[src/rtl/particle_cell_loader.sv]
// particle_cell_loader
//   Load-time ingest stage in front of the cell memories. Each accepted
//   256-bit particle record is binned into a spatial cell taken from the top
//   AXIS_BITS of its x/y/z fields and written to the next free slot of that
//   cell one cycle after the transfer. Per-cell occupancy saturates at
//   CELL_DEPTH; records that find their cell full are dropped and raise the
//   sticky overflow flag. The load ends after N_PARTICLES accepted records.
//
//   Handshake: a record transfers on a rising edge where
//   data_in_ready && in_accept. in_accept is registered and only depends on
//   loader state, never on data_in_ready in the same cycle.
//
//   Optional build macro: LOADER_DROP_CNT_EN adds the drop_count output,
//   a saturating count of dropped records for the current load.
module particle_cell_loader #(
    parameter int AXIS_BITS   = 2,
    parameter int CELL_DEPTH  = 16,
    parameter int N_PARTICLES = 300
) (
    input  logic                               fast_clk,
    input  logic                               reset,
    input  logic                               start,
    input  logic                               data_in_ready,
    input  logic [255:0]                       data_in,
    output logic                               in_accept,
    output logic                               elem_write,
    output logic [3*AXIS_BITS-1:0]             wr_cell,
    output logic [$clog2(CELL_DEPTH)-1:0]      wr_addr,
    output logic [255:0]                       wr_data,
    output logic                               load_done,
    output logic                               overflow,
    output logic [$clog2(N_PARTICLES+1)-1:0]   accepted_count,
`ifdef LOADER_DROP_CNT_EN
    output logic [$clog2(N_PARTICLES+1)-1:0]   drop_count,
`endif
    output logic [1:0]                         o_dbg_state
);

    localparam int CW        = 3 * AXIS_BITS;
    localparam int NUM_CELLS = 1 << CW;
    localparam int AW        = $clog2(CELL_DEPTH);
    localparam int OW        = $clog2(CELL_DEPTH + 1);
    localparam int NW        = $clog2(N_PARTICLES + 1);

    localparam logic [OW-1:0] OCC_FULL  = OW'(CELL_DEPTH);
    localparam logic [NW-1:0] CNT_LAST  = NW'(N_PARTICLES - 1);
    localparam logic [NW-1:0] CNT_MAX   = NW'(N_PARTICLES);

    typedef enum logic [1:0] {
        S_IDLE = 2'd0,
        S_LOAD = 2'd1,
        S_DONE = 2'd2
    } state_t;

    state_t          r_state;
    logic            r_in_accept;
    logic            r_elem_write;
    logic [CW-1:0]   r_wr_cell;
    logic [AW-1:0]   r_wr_addr;
    logic [255:0]    r_wr_data;
    logic            r_load_done;
    logic            r_overflow;
    logic [NW-1:0]   r_count;
    logic [OW-1:0]   r_occ [NUM_CELLS];

    logic            w_start_ok;
    logic [CW-1:0]   w_cell;
    logic [OW-1:0]   w_occ;
    logic            w_full;
    logic            w_xfer;
    logic            w_write;
    logic            w_last;

    // start only restarts a load from IDLE or DONE; a pulse during LOAD is ignored
    assign w_start_ok = start && (r_state != S_LOAD);

    // Cell id {cz,cy,cx} from the most significant bits of each position field
    assign w_cell = {data_in[95:96-AXIS_BITS],
                     data_in[63:64-AXIS_BITS],
                     data_in[31:32-AXIS_BITS]};

    // Occupancy is updated on the transfer edge itself, so a record to the
    // same cell on the very next cycle already sees the incremented value.
    assign w_occ   = r_occ[w_cell];
    assign w_full  = (w_occ == OCC_FULL);
    assign w_xfer  = data_in_ready && r_in_accept;
    assign w_write = w_xfer && !w_full;
    assign w_last  = (r_count == CNT_LAST);

    // Load control FSM with registered handshake, write port and status outputs
    always_ff @(posedge fast_clk or negedge reset) begin
        if (!reset) begin
            r_state      <= S_IDLE;
            r_in_accept  <= 1'b0;
            r_elem_write <= 1'b0;
            r_wr_cell    <= '0;
            r_wr_addr    <= '0;
            r_wr_data    <= '0;
            r_load_done  <= 1'b0;
            r_overflow   <= 1'b0;
            r_count      <= '0;
        end else begin
            r_elem_write <= 1'b0;
            if (w_start_ok) begin
                r_state     <= S_LOAD;
                r_in_accept <= 1'b1;
                r_load_done <= 1'b0;
                r_overflow  <= 1'b0;
                r_count     <= '0;
            end else begin
                case (r_state)
                    S_IDLE: begin
                        r_in_accept <= 1'b0;
                    end
                    S_LOAD: begin
                        if (w_xfer) begin
                            r_count <= r_count + NW'(1);
                            if (w_full) begin
                                r_overflow <= 1'b1;
                            end else begin
                                r_elem_write <= 1'b1;
                                r_wr_cell    <= w_cell;
                                r_wr_addr    <= w_occ[AW-1:0];
                                r_wr_data    <= data_in;
                            end
                            if (w_last) begin
                                r_state     <= S_DONE;
                                r_in_accept <= 1'b0;
                                r_load_done <= 1'b1;
                            end
                        end
                    end
                    S_DONE: begin
                        r_in_accept <= 1'b0;
                        r_load_done <= 1'b1;
                    end
                    default: begin
                        r_state     <= S_IDLE;
                        r_in_accept <= 1'b0;
                        r_load_done <= 1'b0;
                    end
                endcase
            end
        end
    end

    // Per-cell occupancy counters: cleared on start, bumped on each stored record
    always_ff @(posedge fast_clk or negedge reset) begin
        if (!reset) begin
            for (int i = 0; i < NUM_CELLS; i++) begin
                r_occ[i] <= '0;
            end
        end else if (w_start_ok) begin
            for (int i = 0; i < NUM_CELLS; i++) begin
                r_occ[i] <= '0;
            end
        end else if (w_write) begin
            r_occ[w_cell] <= w_occ + OW'(1);
        end
    end

`ifdef LOADER_DROP_CNT_EN
    logic [NW-1:0] r_drop;

    // Saturating count of records dropped because their cell was full
    always_ff @(posedge fast_clk or negedge reset) begin
        if (!reset) begin
            r_drop <= '0;
        end else if (w_start_ok) begin
            r_drop <= '0;
        end else if (w_xfer && w_full && (r_drop != CNT_MAX)) begin
            r_drop <= r_drop + NW'(1);
        end
    end

    assign drop_count = r_drop;
`endif

    assign in_accept      = r_in_accept;
    assign elem_write     = r_elem_write;
    assign wr_cell        = r_wr_cell;
    assign wr_addr        = r_wr_addr;
    assign wr_data        = r_wr_data;
    assign load_done      = r_load_done;
    assign overflow       = r_overflow;
    assign accepted_count = r_count;
    assign o_dbg_state    = r_state;

endmodule
[config.mk]
export PLATFORM = sky130hd
export DESIGN_NAME = particle_cell_loader
export DESIGN_NICKNAME = d
export VERILOG_FILES = /design/src/rtl/particle_cell_loader.sv
export SDC_FILE = /design/constraint.sdc
export NUM_CORES = 1
export LEC_CHECK = 0
export ABC_CLOCK_PERIOD_IN_PS = 8900
export CAP_MARGIN = 10
export CELL_PAD_IN_SITES_DETAIL_PLACEMENT = 0
export CELL_PAD_IN_SITES_GLOBAL_PLACEMENT = 1
export CORE_MARGIN = 4
export CORE_UTILIZATION = 30
export CTS_CLUSTER_SIZE = 14
export DETAILED_ROUTE_END_ITERATION = 8
export GPL_TIMING_DRIVEN = 0
export PLACE_DENSITY_LB_ADDON = 0.1
export SYNTH_ARGS = -nofsm -noshare
export SYNTH_HDL_FRONTEND = slang
export SYNTH_SLANG_ARGS = --single-unit
[constraint.sdc]
create_clock -name fast_clk -period 8.9 [get_ports fast_clk]
set_input_delay 1.335 -clock fast_clk [delete_from_list [all_inputs] [get_ports fast_clk]]
set_output_delay 1.335 -clock fast_clk [all_outputs]
set_load 0.01 [all_outputs]
==> results of run 1 <==
==> cell families after synthesis <==
logic type | Yosys count
fa+ha+maj | 6
buf+inv | 265
xor+xnor | 6
mux | 373
compound gates | 673
simple gates | 429
flops | 595
==> flip-flops by register name, summed over array words and instances, names as in the netlist <==
signal          flops
r_occ             320
wr_data           251
accepted_count      9
wr_cell             5
wr_addr             4
o_dbg_state         2
elem_write          1
in_accept           1
load_done           1
overflow            1
==> cells in the mapped netlist, drive strengths merged (8+ instances only) <==
master	instances	area, um2
clkbuf	141	529.3
nor2	55	206.5
nand2	134	503.0
inv	17	63.81
a31oi	10	62.56
dfrtp	595	14890
and3	13	81.33
o21ai	176	880.8
a21oi	202	1011
o22ai	50	312.8
o211ai	45	337.8
a22oi	36	270.3
buf	107	625.6
mux2	261	2939
a311oi	30	312.8
o311ai	8	122.6
o31ai	25	271.5
mux4	27	608.1
mux2i	85	850.8
nor3b	10	90.09
a211oi	48	360.4
nand3	144	720.7
or4b	8	80.08
==> power breakdown <==
part	internal, W	switching [W]	total [W]
combinational	0.00180	0.00167	0.00348
clock	0.00182	0.00120	0.00302
sequential	0.00334	0.000317	0.00366
total	0.00696	0.00319	0.0102
==> stage by stage <==
step / std cells / setup WS (ns) / cell area [um2] / hold slack, ns
after CTS: 4195 / 0.7713 / 36600 / 0.4919
after global routing: 4196 / 0.2902 / 36610 / 0.5066
after detailed placement: 4068 / 0.09538 / 34210 / 0.4782
final: 4197 / 0.3599 / 36620 / 0.4828
after global placement: 4060 / -21.24 / 34030 / 0.4727
after floorplan: 2347 / 3.522 / 27190 / 0.4801
==> area by class of cell <==
cell class	count	area share, %
flip-flops and latches	595	40.66
plain buffers	248	3.154
well taps	1176	4.018
diodes	1	0.006834
clock buffers	112	6.024
clock inverters	15	0.5091
multi-input cells	1487	30.29
inverters	17	0.1743
repair buffers	546	15.16
==> metal layers <==
layer	vias up	track usage [%]
li1	9903	-
met2	1176	41.36
met1	11980	32.60
met4	6	9.015
met3	232	5.676
met5	-	0
==> worst max-delay path: cells and delay by family <==
kind,cells,cell delay (ns)
adders and majority gates,1,0.31
buffers and inverters,6,3.46
and+or+nand+nor,4,1.97
AOI/OAI and AO/OA,5,1.97
==> path summary, 6_finish.rpt <==
kind                                                 end  slack, ns  depth (start not counted)
worst max register to register    r_occ[315]$_DFFE_PN0P_       2.84                         13
min in group asynchronous         wr_data[2]$_DFFE_PN0P_       0.67                          1
worst max-delay path              r_occ[315]$_DFFE_PN0P_       0.36                         16
worst min-delay path              wr_addr[0]$_DFFE_PN0P_       0.48                          2
worst min register to register    wr_addr[0]$_DFFE_PN0P_       0.48                          2
max in group asynchronous       wr_data[125]$_DFFE_PN0P_       6.66                          3
==> results.py, run 1 <==
metrics = {
    "outcome": {
        "run_status": "finished, final reports clean",
    },
    "global_route": {
        "global_route.usage.total_pct": 25.12,
        "grt_remaining_overflow": 0,
        "grt_pass1_wl_um": 175000,
        "maximum_number_of_pins_on_one_net_before_global_route_repair": 117,
        "number_of_antenna_violations_at_the_first_check_in_global_routing": 6,
        "first_global_vias": 23420,
    },
    "route": {
        "detail_route.wirelength.met1_um": 49270,
        "routed_wirelength_um": 124200,
        "antenna_violating_nets_post_route": 0,
        "routedWlPerCell_um": 29.59,
        "wl_met3_um": 11190,
        "number_of_search_and_repair_iterations_in_the_first_detailed_routing_pass": 7,
        "top_layer_used": "met5",
        "vias": 23300,
        "drt_drc_violations_left": 0,
        "drtIter0Drc": 2274,
        "routed_via_density": 5.551,
        "met2_wirelength_um": 59380,
    },
    "logic_synthesis": {
        "syn_nets": 2613,
        "synthMuxAreaShare_pct": 16.18,
        "dominant_combinational_cell_family_by_area_after_synthesis": "multiplexers",
        "post_synth_instance_area_um2": 27190,
        "synthesis.area_per_instance_um2": 11.58,
        "synth.yosys.warnings": 0,
        "number_of_synthesized_flops_with_an_enable_pin": 0,
        "xor_xnor_share_of_the_synthesized_area_pct": 0.1933,
        "ys_types": 76,
        "postSynth.topFlopCell": "sky130_fd_sc_hd__dfrtp_1",
        "cell_count_after_synthesis": 2347,
        "asyncSetResetFlopFracSynth_pct": 100.0,
        "yosysSeqAreaShare_pct": 54.77,
        "post_synth_fa_ha_maj_area_fraction_pct": 0.2761,
        "synth-simple-area-share_pct": 8.100,
        "synth_compound_area_share_pct": 16.00,
        "yosys_register_bits": 595,
    },
    "worst_setup_path": {
        "crit_type": "in -> reg",
        "worst_path_max_delay_cell": "sky130_fd_sc_hd__o311ai_1",
        "crit_path_max_cell_delay_ns": 1.01,
        "critPathLaunch": "data_in[31]",
        "crit_path_end_kind": "flop",
        "critical-path-top-cell-by-count": "sky130_fd_sc_hd__clkbuf_1",
        "timing.critical_path.fanout_max": 10,
        "cp.arrival_ns": 9.08,
        "rr_startpoint": "r_occ[290]$_DFFE_PN0P_",
        "crit_path_cell_trace": "clkdlybuf4s50_1, clkbuf_1, nor3_1, clkbuf_1, a22oi_1, a31oi_1, or4_1, nor4_4, buf_2, buf_2, ha_1, nand4_2, o311ai_1, clkbuf_1, o21ai_0, a21oi_1",
        "worst_setup_path_start_kind": "input port",
        "worstPathRequired_ns": 9.44,
    },
    "cells_and_area": {
        "syn_to_final_growth_pct": 34.69,
        "layout_commonest_cell": "sky130_fd_sc_hd__dfrtp_1",
        "final_layout_size_suffix_gt1_share_pct": 17.42,
        "multiInputGateArea_um2": 11090,
        "fillerInstances": 8669,
        "final_util_pct": 40.68,
        "final-seq-area_um2": 14890,
        "layout_common_cells": "sky130_fd_sc_hd__dfrtp_1, sky130_fd_sc_hd__clkdlybuf4s50_1, sky130_fd_sc_hd__mux2_2",
        "finalNetCount": 3234,
    },
    "sta": {
        "rsz0062_at_grt": "no",
        "fin_setup_tns_ns": 0,
        "finalCriticalPeriod_ns": 8.540,
        "fmax_ghz": 0.1171,
        "final-setup-viol-count": 0,
        "clock_skew_ns": 0.03817,
        "max_slew.worst_pin.slew_ns": 1.443,
        "timing_hold_violations_final": 0,
        "final_max_slew_viol_count": 0,
        "min_period_over_period_pct": 95.96,
        "slew_headroom_pct": 3.832,
    },
    "floorplanning": {
        "num_rows": 110,
        "die_y_um": 309.0,
        "dieWidth_um": 309.0,
        "initial_utilization_pct": 30.20,
        "design.die.area_um2": 95500,
        "io_pins": 541,
        "core_area_um2": 90010,
    },
    "power_and_ir_drop": {
        "total_power_w": 0.01015,
        "peakVddDrop_mv": 0.1323,
        "cellPowerDensity_nw_per_um2": 277.3,
        "total_leakage_power_nw": 14.67,
    },
    "clocking": {
        "clockRootBuffer": "sky130_fd_sc_hd__clkbuf_16",
        "post_cts_resized": 0,
        "clk_pin_slew_ns": 0.06,
        "worst_skew_pair.late_latency_ns": 0.63,
        "cts.repair_timing.setup_buffer_count": 0,
        "htree_num_levels": 3,
        "clockBufferDepth": 3,
        "cts.sink_count": 595,
        "cts.hold.buffers_added": 0,
        "number_of_buffers_created_by_cts": 73,
        "cts_tree": "done",
    },
    "run": {
        "number_of_violations_of_the_max_capacitance_limit": 0,
    },
    "placed_design": {
        "portBuffers": 537,
        "gp_routability_congestion": 0.9147,
        "place_hpwl_um": 91570,
    },
    "worst_hold_path": {
        "worst_hold_startpoint": "wr_addr[0]$_DFFE_PN0P_",
        "holdCritPathClass": "reg -> reg",
    },
}
Power figures use the tool's default switching activity.
==> run 2: changes to the inputs <==
- ABC_CLOCK_PERIOD_IN_PS: 8900 -> 10900
- clock period: 8.9 -> 10.9 ns (I/O delays scaled with it)
==> results of run 2 <==
Same layout as run 1 (identical final DEF). Status: finished, final reports clean.
Main changes from that run: setup slack after placement 0.09538 ns -> 1.795 ns; setup slack after layout 0.3599 ns -> 2.060 ns; register-to-register setup slack 2.84 ns -> 4.84 ns; total power 0.01015 W -> 0.008291 W; worst IR drop on VDD 0.1323 mV -> 0.1080 mV
==> run 3: changes to the inputs <==
- ABC_CLOCK_PERIOD_IN_PS: 10900 -> 7300
- clock period: 10.9 -> 7.3 ns (I/O delays scaled with it)
==> results.py, run 3 (synthesis results as in run 1) <==
metrics = {
    "sta": {
        "finalCriticalPeriod_ns": 7.265,
        "final_max_slew_viol_count": 0,
        "min_period_over_period_pct": 99.51,
        "final-setup-viol-count": 0,
        "fmax_ghz": 0.1377,
        "clock_skew_ns": 0.04198,
        "max_slew.worst_pin.slew_ns": 1.284,
        "finalWorstSetupSlack_ns": 0.03542,
        "timing_hold_violations_final": 0,
        "fin_setup_tns_ns": 0,
        "slew_headroom_pct": 14.39,
        "rsz0062_at_grt": "no",
    },
    "route": {
        "routedWlPerCell_um": 29.58,
        "number_of_search_and_repair_iterations_in_the_first_detailed_routing_pass": 6,
        "antenna_violating_nets_post_route": 0,
        "drt_drc_violations_left": 0,
        "vias": 23410,
        "routed_wirelength_um": 124400,
        "routed_via_density": 5.564,
        "drtIter0Drc": 2244,
    },
    "global_route": {
        "grt_remaining_overflow": 0,
        "maximum_number_of_pins_on_one_net_before_global_route_repair": 117,
        "number_of_antenna_violations_at_the_first_check_in_global_routing": 6,
        "first_global_vias": 23490,
        "grt_pass1_wl_um": 175000,
        "global_route.usage.total_pct": 25.14,
    },
    "power_and_ir_drop": {
        "peakVddDrop_mv": 0.1609,
        "seq_power_share_pct": 35.9,
        "pwr-share-comb_pct": 34.4,
        "cellPowerDensity_nw_per_um2": 337.2,
        "power_share_of_the_clock_group_pct": 29.7,
        "internal_power_w": 0.008495,
        "switching_power_w": 0.003906,
        "total_leakage_power_nw": 14.73,
        "power.switching_fraction_pct": 31.50,
    },
    "placed_design": {
        "portBuffers": 537,
        "place_hpwl_um": 91570,
        "placement.cell_area_um2": 34210,
        "dp_cells": 4068,
        "gp_routability_congestion": 0.9147,
        "dp_worst_setup_slack_ns": -1.265,
    },
    "cells_and_area": {
        "layout_common_cells": "sky130_fd_sc_hd__dfrtp_1, sky130_fd_sc_hd__clkdlybuf4s50_1, sky130_fd_sc_hd__mux2_2",
        "final-instance-count-excl-fill": 4207,
        "fillerInstances": 8661,
        "largest_register_ffs": 320,
        "final_layout_size_suffix_gt1_share_pct": 17.89,
        "final_util_pct": 40.86,
        "syn_to_final_growth_pct": 35.27,
        "postLayoutCellArea_um2": 36780,
        "layout_commonest_cell": "sky130_fd_sc_hd__dfrtp_1",
        "finalNetCount": 3243,
        "regMostFlops": "r_occ",
    },
    "worst_setup_path": {
        "worst_setup_path_endpoint": "r_occ[178]$_DFFE_PN0P_",
        "worstReg2RegEnd": "r_occ[178]$_DFFE_PN0P_",
        "timing.critical_path.fanout_max": 10,
        "worst-r2r-setup-slack_ns": 2.00,
        "cp.arrival_ns": 7.79,
        "rr_startpoint": "r_occ[245]$_DFFE_PN0P_",
        "worstPathRequired_ns": 7.82,
        "critPathLaunch": "data_in[31]",
        "worst_setup_path_start_kind": "input port",
        "crit_path_end_kind": "flop",
        "worst_case_reg_to_reg_path_depth": 13,
        "crit_type": "in -> reg",
    },
    "clocking": {
        "clockBufferDepth": 3,
        "cts.sink_count": 595,
        "cts.hold.buffers_added": 0,
        "htree_num_levels": 3,
        "clockRootBuffer": "sky130_fd_sc_hd__clkbuf_16",
        "worst_skew_pair.late_latency_ns": 0.64,
        "clk_pin_slew_ns": 0.06,
        "cts_tree": "done",
        "number_of_buffers_created_by_cts": 73,
    },
    "worst_hold_path": {
        "holdCritPathClass": "in -> async",
    },
    "run": {
        "number_of_violations_of_the_max_capacitance_limit": 0,
    },
    "floorplanning": {
        "design.die.area_um2": 95500,
        "core_area_um2": 90010,
        "num_rows": 110,
        "initial_utilization_pct": 30.20,
        "dieWidth_um": 309.0,
        "io_pins": 541,
        "die_y_um": 309.0,
    },
    "outcome": {
        "run_status": "finished, final reports clean",
    },
}
==> run 3: cell types whose count changed in the layout (fill, tap and decap cells not counted), sizes merged <==
cell and change:
diode +1, clkbuf -3, buf +11, clkdlybuf4s15 +1
==> run 3: per-stage QoR <==
stage	power [W]	hold WS [ns]
finish	0.01240	0.4262
global route	0.01295	0.4628
CTS	0.01254	0.4388
detailed placement	0.008820	0.4782
global placement	0.008770	0.4727
floorplan	0.006203	0.4801
==> run 3: power by group through the flow <==
| stage | combinational (W) | clock [W] | sequential (W) |
|---|---|---|---|
| after global placement | 0.00426 | 0 | 0.00451 |
| final | 0.00426 | 0.00368 | 0.00446 |
| after global routing | 0.00450 | 0.00390 | 0.00455 |
| after floorplan | 0.00136 | 0 | 0.00484 |
| after detailed placement | 0.00430 | 0 | 0.00452 |
| after CTS | 0.00432 | 0.00376 | 0.00446 |
==> run 3: worst min-delay path by stage <==
stage                     slack, ns                endpoint                   start  depth (start not counted)
after floorplan                0.48  r_occ[312]$_DFFE_PN0P_  r_occ[312]$_DFFE_PN0P_                          2
after global placement         0.47  wr_addr[0]$_DFFE_PN0P_  wr_addr[0]$_DFFE_PN0P_                          2
after detailed placement       0.48  wr_addr[3]$_DFFE_PN0P_  wr_addr[3]$_DFFE_PN0P_                          2
after CTS                      0.44  wr_data[2]$_DFFE_PN0P_                   reset                          1
after global routing           0.46  wr_data[2]$_DFFE_PN0P_                   reset                          1
final                          0.43  wr_data[2]$_DFFE_PN0P_                   reset                          1
==> run 3: cell type report <==
type,count,area (um2),area share [%]
Multi-Input combinational cell,1487,11150,30.32
Buffer,247,1161,3.157
Inverter,17,63.81,0.1735
Antenna cell,2,5.005,0.01361
Tap cell,1176,1471,4.001
Clock buffer,112,2206,5.998
Timing Repair Buffer,556,5640,15.34
Sequential cell,595,14890,40.49
Clock inverter,15,186.4,0.5069
==> run 3: worst max-delay path, cell delays in order <==
cell,delay (ns)
sky130_fd_sc_hd__clkdlybuf4s50_1,0.70
sky130_fd_sc_hd__buf_4,0.33
sky130_fd_sc_hd__buf_2,0.44
sky130_fd_sc_hd__buf_2,0.45
sky130_fd_sc_hd__buf_2,0.38
sky130_fd_sc_hd__o21ai_0,0.15
sky130_fd_sc_hd__a221oi_1,0.56
sky130_fd_sc_hd__o22ai_1,0.21
sky130_fd_sc_hd__nor4_4,0.31
sky130_fd_sc_hd__buf_2,0.33
sky130_fd_sc_hd__buf_2,0.35
sky130_fd_sc_hd__ha_1,0.30
sky130_fd_sc_hd__nand4_2,0.43
sky130_fd_sc_hd__o311ai_1,0.55
sky130_fd_sc_hd__clkdlybuf4s15_1,0.89
sky130_fd_sc_hd__o211ai_1,0.19
sky130_fd_sc_hd__o31ai_2,0.09
==> run 3: per-layer routing <==
layer,global-route usage (%),wire [um],vias to the layer above
met5,0,41,-
met4,9.134,4381,6
met3,5.683,11160,231
met2,41.43,59660,1193
met1,32.54,49190,12050
li1,-,-,9929
==> run 3: timing repair <==
action,CTS,global route
resized for setup,5,11
pin swaps,4,1
setup endpoints to repair,527,67
setup buffers,8,2
cloned,0,0
